<file path="config.mk">
export PLATFORM = sky130hd
export DESIGN_NAME = tpu_tile_sequencer_flat
export DESIGN_NICKNAME = d
export VERILOG_FILES = /design/src/rtl/tpu_tile_sequencer_if.sv /design/src/rtl/tpu_tile_sequencer.sv /design/src/flat_wrapper.sv
export SDC_FILE = /design/constraint.sdc
export NUM_CORES = 2
export LEC_CHECK = 0
export CAP_MARGIN = 20
export CORE_MARGIN = 4
export CORE_UTILIZATION = 35
export DETAILED_ROUTE_END_ITERATION = 6
export DONT_BUFFER_PORTS = 1
export PLACE_DENSITY_LB_ADDON = 0.05
export SLEW_MARGIN = 20
export SYNTH_ARGS = -nofsm -noshare
export SYNTH_HDL_FRONTEND = slang
export SYNTH_SLANG_ARGS = --single-unit
</file>
<file path="constraint.sdc">
create_clock -name clk -period 18.3 [get_ports clk]
set_input_delay 3.66 -clock clk [delete_from_list [all_inputs] [get_ports clk]]
set_output_delay 3.66 -clock clk [all_outputs]
set_load 0.005 [all_outputs]
</file>
<file path="src/rtl/tpu_tile_sequencer_if.sv">
// Bundle between the tile sequencer and its surroundings: host command/status,
// A/B global-buffer read ports, C write port, and the systolic-array side.
//   master : host / buffers / array model (drives commands, read data, array results)
//   slave  : tpu_tile_sequencer (drives status, addresses, C writes, local buffers)
interface tpu_tile_sequencer_if #(
    parameter int unsigned SA_DIM    = 4,
    parameter int unsigned DATA_BITS = 8 * SA_DIM,
    parameter int unsigned ACC_BITS  = 32 * SA_DIM,
    parameter int unsigned ADDR_BITS = 16
);
    logic                          in_valid;
    logic [7:0]                    K;
    logic [7:0]                    M;
    logic [7:0]                    N;
    logic                          busy;
    logic                          done;
    logic                          sa_rst_n;
    logic                          sa_done;
    logic [ADDR_BITS-1:0]          A_index;
    logic [DATA_BITS-1:0]          A_data_out;
    logic [ADDR_BITS-1:0]          B_index;
    logic [DATA_BITS-1:0]          B_data_out;
    logic                          C_wr_en;
    logic [ADDR_BITS-1:0]          C_index;
    logic [ACC_BITS-1:0]           C_data_in;
    logic [SA_DIM*DATA_BITS-1:0]   local_buffer_A;
    logic [SA_DIM*DATA_BITS-1:0]   local_buffer_B;
    logic [SA_DIM*ACC_BITS-1:0]    sa_result;

    modport master (
        output in_valid, K, M, N, sa_done, A_data_out, B_data_out, sa_result,
        input  busy, done, sa_rst_n, A_index, B_index, C_wr_en, C_index, C_data_in,
               local_buffer_A, local_buffer_B
    );

    modport slave (
        input  in_valid, K, M, N, sa_done, A_data_out, B_data_out, sa_result,
        output busy, done, sa_rst_n, A_index, B_index, C_wr_en, C_index, C_data_in,
               local_buffer_A, local_buffer_B
    );
endinterface

</file>
<file path="src/rtl/tpu_tile_sequencer.sv">
// Tiles a K x M by K x N matmul onto an SA_DIM x SA_DIM systolic array.
// Loads A/B operand tiles (zero-padding the K edge), runs the array, accumulates
// partial sums over K tiles, then writes the finished C tile (skipping padded rows).
// Ports:
//   clk  - clock, rising edge
//   rst  - synchronous active-high reset
//   bus  - slave modport: command/status, A/B read ports, C write port, array side
module tpu_tile_sequencer #(
    parameter int unsigned SA_DIM    = 4,
    parameter int unsigned DATA_BITS = 8 * SA_DIM,
    parameter int unsigned ACC_BITS  = 32 * SA_DIM,
    parameter int unsigned ADDR_BITS = 16
) (
    input logic                 clk,
    input logic                 rst,
    tpu_tile_sequencer_if.slave bus
);
    localparam int unsigned Log2Sa = $clog2(SA_DIM);
    localparam int unsigned Cw     = $clog2(SA_DIM + 1);
    localparam int unsigned Lanes  = ACC_BITS / 32;

    typedef enum logic [2:0] {StIdle, StLoad, StRun, StAcc, StWrite, StNext} state_e;

    state_e                            state_q, state_d;
    logic [Cw-1:0]                     c_q, c_d;   // LOAD word / WRITE row counter
    logic [7:0]                        kt_q, kt_d, mt_q, mt_d, nt_q, nt_d;
    logic [7:0]                        k_q, k_d, m_q, m_d, n_q, n_d;
    logic [SA_DIM-1:0][DATA_BITS-1:0]  buf_a_q, buf_a_d, buf_b_q, buf_b_d;
    logic [SA_DIM-1:0][ACC_BITS-1:0]   acc_q, acc_d;

    // Last tile index per dimension; only meaningful once nonzero dims are latched.
    logic [8:0] kt_last, mt_last, nt_last;
    logic       kt_at_last, mt_at_last, nt_at_last;

    assign kt_last    = (({1'b0, k_q} + 9'(SA_DIM - 1)) >> Log2Sa) - 9'd1;
    assign mt_last    = (({1'b0, m_q} + 9'(SA_DIM - 1)) >> Log2Sa) - 9'd1;
    assign nt_last    = (({1'b0, n_q} + 9'(SA_DIM - 1)) >> Log2Sa) - 9'd1;
    assign kt_at_last = ({1'b0, kt_q} == kt_last);
    assign mt_at_last = ({1'b0, mt_q} == mt_last);
    assign nt_at_last = ({1'b0, nt_q} == nt_last);

    // Outputs
    always_comb begin
        bus.busy           = (state_q != StIdle);
        bus.done           = (state_q == StNext) && mt_at_last && nt_at_last;
        bus.sa_rst_n       = (state_q == StRun);
        bus.A_index        = ADDR_BITS'(32'(mt_q) * 32'(k_q) + 32'(kt_q) * SA_DIM + 32'(c_q));
        bus.B_index        = ADDR_BITS'(32'(nt_q) * 32'(k_q) + 32'(kt_q) * SA_DIM + 32'(c_q));
        bus.C_index        = ADDR_BITS'(32'(nt_q) * 32'(m_q) + 32'(mt_q) * SA_DIM + 32'(c_q));
        bus.C_wr_en        = 1'b0;
        bus.C_data_in      = '0;
        bus.local_buffer_A = buf_a_q;
        bus.local_buffer_B = buf_b_q;
        if (state_q == StWrite) begin
            for (int i = 0; i < int'(SA_DIM); i++) begin
                if (c_q == Cw'(i)) bus.C_data_in = acc_q[i];
            end
            // Rows past M belong to the padded edge tile and are not written.
            bus.C_wr_en = (32'(mt_q) * SA_DIM + 32'(c_q)) < 32'(m_q);
        end
    end

    // Next state
    always_comb begin
        state_d = state_q;
        c_d     = c_q;
        kt_d    = kt_q;
        mt_d    = mt_q;
        nt_d    = nt_q;
        k_d     = k_q;
        m_d     = m_q;
        n_d     = n_q;
        buf_a_d = buf_a_q;
        buf_b_d = buf_b_q;
        acc_d   = acc_q;

        unique case (state_q)
            StIdle: begin
                if (bus.in_valid && (bus.K != 8'd0) && (bus.M != 8'd0) && (bus.N != 8'd0)) begin
                    k_d     = bus.K;
                    m_d     = bus.M;
                    n_d     = bus.N;
                    c_d     = '0;
                    kt_d    = '0;
                    mt_d    = '0;
                    nt_d    = '0;
                    acc_d   = '0;
                    state_d = StLoad;
                end
            end
            StLoad: begin
                // Read data lags the address by one cycle: cycle c captures word c-1.
                for (int i = 0; i < int'(SA_DIM); i++) begin
                    if (c_q == Cw'(i + 1)) begin
                        if ((32'(kt_q) * SA_DIM + 32'(i)) < 32'(k_q)) begin
                            buf_a_d[i] = bus.A_data_out;
                            buf_b_d[i] = bus.B_data_out;
                        end else begin
                            buf_a_d[i] = '0;
                            buf_b_d[i] = '0;
                        end
                    end
                end
                if (c_q == Cw'(SA_DIM)) begin
                    c_d     = '0;
                    state_d = StRun;
                end else begin
                    c_d = c_q + Cw'(1);
                end
            end
            StRun: begin
                if (bus.sa_done) state_d = StAcc;
            end
            StAcc: begin
                for (int r = 0; r < int'(SA_DIM); r++) begin
                    for (int l = 0; l < int'(Lanes); l++) begin
                        acc_d[r][l*32 +: 32] = acc_q[r][l*32 +: 32]
                                             + bus.sa_result[r*ACC_BITS + l*32 +: 32];
                    end
                end
                if (kt_at_last) begin
                    c_d     = '0;
                    state_d = StWrite;
                end else begin
                    kt_d    = kt_q + 8'd1;
                    state_d = StLoad;
                end
            end
            StWrite: begin
                if (c_q == Cw'(SA_DIM - 1)) begin
                    c_d     = '0;
                    state_d = StNext;
                end else begin
                    c_d = c_q + Cw'(1);
                end
            end
            StNext: begin
                acc_d = '0;
                kt_d  = '0;
                if (!mt_at_last) begin
                    mt_d    = mt_q + 8'd1;
                    state_d = StLoad;
                end else if (!nt_at_last) begin
                    mt_d    = '0;
                    nt_d    = nt_q + 8'd1;
                    state_d = StLoad;
                end else begin
                    // Park counters at zero so idle addresses read as 0.
                    mt_d    = '0;
                    nt_d    = '0;
                    state_d = StIdle;
                end
            end
            default: state_d = StIdle;
        endcase
    end

    always_ff @(posedge clk) begin
        if (rst) begin
            state_q <= StIdle;
            c_q     <= '0;
            kt_q    <= '0;
            mt_q    <= '0;
            nt_q    <= '0;
            k_q     <= '0;
            m_q     <= '0;
            n_q     <= '0;
            buf_a_q <= '0;
            buf_b_q <= '0;
            acc_q   <= '0;
        end else begin
            state_q <= state_d;
            c_q     <= c_d;
            kt_q    <= kt_d;
            mt_q    <= mt_d;
            nt_q    <= nt_d;
            k_q     <= k_d;
            m_q     <= m_d;
            n_q     <= n_d;
            buf_a_q <= buf_a_d;
            buf_b_q <= buf_b_d;
            acc_q   <= acc_d;
        end
    end
endmodule

</file>
<file path="src/flat_wrapper.sv">
// flat-port wrapper written by rule: the top's interface ports become plain ports
module tpu_tile_sequencer_flat 
#(
    parameter int unsigned SA_DIM    = 4,
    parameter int unsigned DATA_BITS = 8 * SA_DIM,
    parameter int unsigned ACC_BITS  = 32 * SA_DIM,
    parameter int unsigned ADDR_BITS = 16
)
  (clk, rst, bus_in_valid, bus_K, bus_M, bus_N, bus_sa_done, bus_A_data_out, bus_B_data_out, bus_sa_result, bus_busy, bus_done, bus_sa_rst_n, bus_A_index, bus_B_index, bus_C_wr_en, bus_C_index, bus_C_data_in, bus_local_buffer_A, bus_local_buffer_B);
  tpu_tile_sequencer_if #(.SA_DIM(SA_DIM), .DATA_BITS(DATA_BITS), .ACC_BITS(ACC_BITS), .ADDR_BITS(ADDR_BITS)) bus_i ();
  input logic clk;
  input logic rst;
  input wire logic [$bits(bus_i.in_valid)-1:0] bus_in_valid;
  input wire logic [$bits(bus_i.K)-1:0] bus_K;
  input wire logic [$bits(bus_i.M)-1:0] bus_M;
  input wire logic [$bits(bus_i.N)-1:0] bus_N;
  input wire logic [$bits(bus_i.sa_done)-1:0] bus_sa_done;
  input wire logic [$bits(bus_i.A_data_out)-1:0] bus_A_data_out;
  input wire logic [$bits(bus_i.B_data_out)-1:0] bus_B_data_out;
  input wire logic [$bits(bus_i.sa_result)-1:0] bus_sa_result;
  output wire logic [$bits(bus_i.busy)-1:0] bus_busy;
  output wire logic [$bits(bus_i.done)-1:0] bus_done;
  output wire logic [$bits(bus_i.sa_rst_n)-1:0] bus_sa_rst_n;
  output wire logic [$bits(bus_i.A_index)-1:0] bus_A_index;
  output wire logic [$bits(bus_i.B_index)-1:0] bus_B_index;
  output wire logic [$bits(bus_i.C_wr_en)-1:0] bus_C_wr_en;
  output wire logic [$bits(bus_i.C_index)-1:0] bus_C_index;
  output wire logic [$bits(bus_i.C_data_in)-1:0] bus_C_data_in;
  output wire logic [$bits(bus_i.local_buffer_A)-1:0] bus_local_buffer_A;
  output wire logic [$bits(bus_i.local_buffer_B)-1:0] bus_local_buffer_B;
  assign bus_i.in_valid = bus_in_valid;
  assign bus_i.K = bus_K;
  assign bus_i.M = bus_M;
  assign bus_i.N = bus_N;
  assign bus_i.sa_done = bus_sa_done;
  assign bus_i.A_data_out = bus_A_data_out;
  assign bus_i.B_data_out = bus_B_data_out;
  assign bus_i.sa_result = bus_sa_result;
  assign bus_busy = bus_i.busy;
  assign bus_done = bus_i.done;
  assign bus_sa_rst_n = bus_i.sa_rst_n;
  assign bus_A_index = bus_i.A_index;
  assign bus_B_index = bus_i.B_index;
  assign bus_C_wr_en = bus_i.C_wr_en;
  assign bus_C_index = bus_i.C_index;
  assign bus_C_data_in = bus_i.C_data_in;
  assign bus_local_buffer_A = bus_i.local_buffer_A;
  assign bus_local_buffer_B = bus_i.local_buffer_B;
  tpu_tile_sequencer #(.SA_DIM(SA_DIM), .DATA_BITS(DATA_BITS), .ACC_BITS(ACC_BITS), .ADDR_BITS(ADDR_BITS)) u_core (.clk(clk), .rst(rst), .bus(bus_i));
endmodule
</file>
[Word-level counts from Yosys, hierarchy flattened]
Index checks and enable logic that the tools add are counted.
Storage, ports and cells
  bits in registers: 822
  input bits: 604
  output and inout port bits: 436
  word-level logic and storage cells: 145
Operators by class
  add/sub/neg operators: 36
  multiply operators: 3
  $lt $le $gt $ge: 5
  equality and inequality tests: 19
  multiplexer cells: 37
  reduce and logical (&&, ||, !) cells: 25
Operators with widths (count)
  one-hot mux 512 bit (3 select lines): 1
  two-way mux 128 bit: 5
  adder 32 bit: 16
  two-way mux 512 bit: 1
  two-way mux 32 bit: 8
  < comparator 32 x 8 -> 1 bit: 4
  adder 16 x 10 -> 16 bit: 3
  adder 16 x 3 -> 16 bit: 3
  multiplier 8 x 8 -> 16 bit: 3
  two-way mux 8 bit: 5
  one-hot mux 8 bit (2 select lines): 2
  two-way mux 3 bit: 10
  adder 8 x 2 -> 9 bit (second input constant): 3
  equality test 8 x 9 -> 1 bit: 3
  adder 8 x 1 -> 8 bit (second input constant): 3
  one-hot mux 8 bit (3 select lines): 1
  nonzero test 8 bit: 3
  subtractor 7 x 1 -> 8 bit (second input constant): 3
  adder 10 x 2 -> 11 bit (second input constant): 2
  one-hot mux 3 bit (6 select lines): 1
  AND reduction 2 bit: 7
  equality test 3 x 2 -> 1 bit (second input constant): 4
  one-hot mux 3 bit (4 select lines): 1
  adder 10 x 1 -> 11 bit (second input constant): 1
  15 further kinds: 32

[Depth between registers and ports, before layout]
  word-level depth: 6
  mapped depth: 22

[Worst setup path before layout]
Ideal clock, no wire load.
  path kind: register to output
  start point: reg u_core.nt_q[6]
  end point: out bus_C_index[15]
  arrival: 4.779 ns
  data required time: 14.640 ns
  path slack: 9.861 ns
  stages on the path, launching flop included: 20
  buffers on the path: 2
  path through: dfxtp_1 > clkbuf_1 > clkbuf_1 > nand2_1 > fa_1 > inv_1 > fa_1 > inv_1 > fa_1 > fa_1 > inv_1 > ha_1 > a21oi_1 > nor2b_1 > o21a_1 > o31a_1 > or4_1 > a31oi_1 > o21bai_1 > xnor2_1
Between the ends
  longest elaborated chain between the ends: 3
RTL lines
  from (decl): line tpu_tile_sequencer.sv:26  | logic [7:0] kt_q, kt_d, mt_q, mt_d, nt_q, nt_d;
  from (signal assigned): line tpu_tile_sequencer.sv:176  | nt_q <= nt_d;
  multiplier 8 x 8 -> 16 bit: line tpu_tile_sequencer.sv:49  | bus.C_index = ADDR_BITS'(32'(nt_q) * 32'(m_q) + 32'(mt_q) * SA_DIM + 32'(c_q));
  adder 16 x 10 -> 16 bit: line tpu_tile_sequencer.sv:49
  adder 16 x 3 -> 16 bit: line tpu_tile_sequencer.sv:49
  to (decl): line flat_wrapper.sv:27  | output wire logic [$bits(bus_i.C_index)-1:0] bus_C_index;
No other way between the ends.

[Worst setup path in the final report]
  start point: reg u_core.mt_q[2]
  end point: out bus_C_index[15]
Between the ends
  longest elaborated chain between the ends: 2
RTL lines
  from (decl): line tpu_tile_sequencer.sv:26
  from (signal assigned): line tpu_tile_sequencer.sv:175  | mt_q <= mt_d;
  adder 16 x 10 -> 16 bit: line tpu_tile_sequencer.sv:49
  adder 16 x 3 -> 16 bit: line tpu_tile_sequencer.sv:49
No other way between the ends.

==> qor.csv <==
metric,value,unit
status,finished with violations,
failing checks,slew limit,
Post-Layout Inst Area,0.0679,mm²
cell row count,154,
final setup vio count,0,
cell breakdown of the critical path,"inv_1, fa_1, inv_1, fa_1, ha_1, inv_1, fa_1, inv_1, ha_1, a21oi_1, o21bai_1, a21oi_1, nor2b_1, o21a_1, o31a_1, or4_1, a31oi_1, o21bai_1, xnor2_1",
Hold Crit Start,u_core.acc_q[31]$_SDFFE_PP0P_,
RSZ-0062 raised after global routing,false,
syn avg cell area,7.96,µm²
# DRC,0,
DRT antenna net count,0,
reg2reg start,u_core.c_q[1]$_SDFFE_PP0P_,
cells on worst reg2reg path,10,
synthesized instance count,7789,
hold depth,2,
pre-CTS setup slack,9.37,ns
share of cells above drive strength 1,4.00,%
Worst-Margin Slew,1.68,ns
Reg2Reg Setup Slack,13.70,ns
fin nets,8927,
Post-synth EDFFs,0,
crit path launch type,flop,
worst setup margin,8.56,ns
Synth top area share,26.5,%
worst-path fanout max,15,
clock buffer count from CTS,110,
first drt pass iteration count,6,
Die Height,429,µm
ys flop type,dfxtp_1,
initial antenna violation count,139,
clock sinks,822,
Root Driver,clkbuf_16,
routed len/inst,25.9,µm
H-tree levels,3,
CP Data Required Time,14.64,ns
top post-synthesis cells by area,"dfxtp_1 (27%), ha_1 (13%), nor2_1 (6.8%), a22oi_1 (6.0%), fa_1 (5.0%)",
clk buf depth,3,
"top cells by count, synth","nor2_1 (1,131), dfxtp_1 (822), ha_1 (635)",
total gr overflow,0,
Worst Path Arrival,6.08,ns
Worst Hold End,u_core.acc_q[31]$_SDFFE_PP0P_,
die width,429,µm
post-cts gate resize count,0,
placed wire-length estimate,193000,µm
Layout fillers,18300,
Clock Pin Slew Worst Setup and Hold Paths,0.06,ns
Yosys warnings,0,
Yosys reg bits,822,
Syn Nets,9182,
most frequent cell after synthesis,nor2_1,
maximum achievable frequency,0.103,GHz
Placed Area,0.0639,mm²
core area,0.176,mm²
total of max-cap violations,0,
IO buf count,0,
Final Non-Filler Cells,10000,
Min-Delay Path Class,reg2reg,
Initial Util,35.2,%
crit path max-delay cell type,dfxtp_1,
Most Frequent Cell on Critical Path,inv_1,
final period utilization,53.2,%
"Slew Viols, Final",141,
DRT iter0 DRCs,4550,
slew margin rel.,-11.9,%
vias,57200,
CP peak stage delay,0.74,ns
Synth area leader,dfxtp_1,
Worst-Skew Late Latency,0.79,ns
setup TNS,0,ns
Fin. Hold Viols,0,
placer congestion estimate,0.895,
Async SR Flop Fraction,0,%
vias in the first global route,54400,
pin count of the biggest net entering global routing,568,
critical path class,reg2out,
"Area growth, synth to finish",9.51,%
VDD IR-drop max,0.0000963,V
Pleak,0.0296,µW
total track usage,26.9,%
Power Density,80.0,mW/mm²
sequential area share after synthesis,26.5,%
synth unique cells,98,
"Setup Fix Bufs, Post-CTS",0,
Hold WS,0.464,ns
minimum clock period,9.74,ns
Mapped Area,0.0620,mm²
Inst Count DP,9761,
Critical Path End Type,output pin,
CTS tree,built,
hold_buf cts,0,
clock skew,0.0748,ns
FF-to-FF End,u_core.bus.local_buffer_B[7]$_SDFFE_PP0P_,
Die ar.,0.184,mm²
FF+latch area,0.0165,mm²
I/O pins,1040,
Multi-input gate area,0.0429,mm²
DR vias/cell,5.69,
first-pass GRT wire length,378000,µm
drt total wl,261000,µm
cell usage in the layout (no fill, tap or decap), types with 83 or more instances in the layout:
cell type	netlist	layout
diode_2	0	83
dfxtp_1	822	822
inv_1	323	323
xor2_1	212	212
nor2_1	1131	1128
a21oi_1	609	609
xnor2_1	289	289
a22oi_1	495	495
nand2_1	600	595
nand3_1	92	91
ha_1	635	634
o21ai_0	412	412
a21o_1	283	283
and2_1	103	103
clkbuf_16	0	111
a221oi_1	142	142
fa_1	154	154
nor3_1	199	195
worst max path at each step:
stage	start	endpoint	slack [ns]
6_report	u_core.mt_q[2]$_SDFFE_PP0P_	bus_C_index[15]	8.56
5_1_grt	u_core.k_q[1]$_SDFFE_PP0P_	bus_A_index[15]	8.06
4_1_cts	u_core.mt_q[2]$_SDFFE_PP0P_	bus_C_index[15]	8.48
3_5_place_dp	u_core.mt_q[2]$_SDFFE_PP0P_	bus_C_index[15]	9.37
3_3_place_gp	u_core.mt_q[2]$_SDFFE_PP0P_	bus_C_index[15]	9.38
2_1_floorplan	u_core.nt_q[6]$_SDFFE_PP0P_	bus_C_index[15]	9.86
flip-flops by register name, summed over array words and instances (netlist names):
signal                     count
u_core.acc_q                 512
u_core.bus.local_buffer_A    128
u_core.bus.local_buffer_B    128
u_core.c_q                     3
u_core.k_q                     8
u_core.kt_q                    8
u_core.m_q                     8
u_core.mt_q                    8
u_core.n_q                     8
u_core.nt_q                    8
u_core.state_q                 3
metal layers:
metal | vias to the layer above | part of all wire (%) | global-route usage [%]
met5 | - | 0.14 | 0
met3 | 429 | 7.4 | 7.78
li1 | 27500 | - | -
met1 | 27400 | 43 | 34.1
met2 | 1712 | 45 | 42.6
met4 | 56 | 4.3 | 11.8
cells by family (layout without fill, tap and decap cells):
group	Yosys count	in the layout	synth area share [%]
simple gates	2441	2441	17.3
compound gates	2493	2493	26.7
other cells	0	83	0
mux	8	8	0.129
flops	822	822	26.5
fa+ha+maj	789	789	17.8
buf+inv	735	571	4.45
xor+xnor	501	501	7.07
worst max-delay path, delay by kind of cell, from the launching register on:
kind | cells | cell delay, ns
AOI/OAI and AO/OA | 7 | 1.24
buffers and inverters | 4 | 0.55
and+or+nand+nor | 2 | 0.48
xor gates and xnor gates | 1 | 0.18
adders and majority gates | 5 | 2.14
DFF | 1 | 0.74
report_power, final:
part	internal (µW)	switching (µW)
sequential	1870	95.9
clock	1320	956
combinational	399	793
total	3590	1840
cell type report:
type	count	share of cell area (%)
clock buffer	155	4.64
clock inverter	48	0.899
antenna	83	0.306
sequential	822	24.2
tap	2340	4.31
multi-input combinational	6232	63.2
timing repair buffer	38	0.560
inverter	330	1.82
metrics by stage:
| step | power (µW) | util [%] |
|---|---|---|
| finish | 5430 | 38.6 |
| global placement | 3190 | 36.3 |
| CTS | 5500 | 38.4 |
| detailed placement | 3190 | 36.3 |
| floorplan | 2830 | - |
| global route | 5700 | 38.5 |
Power figures use the tool's default switching activity.
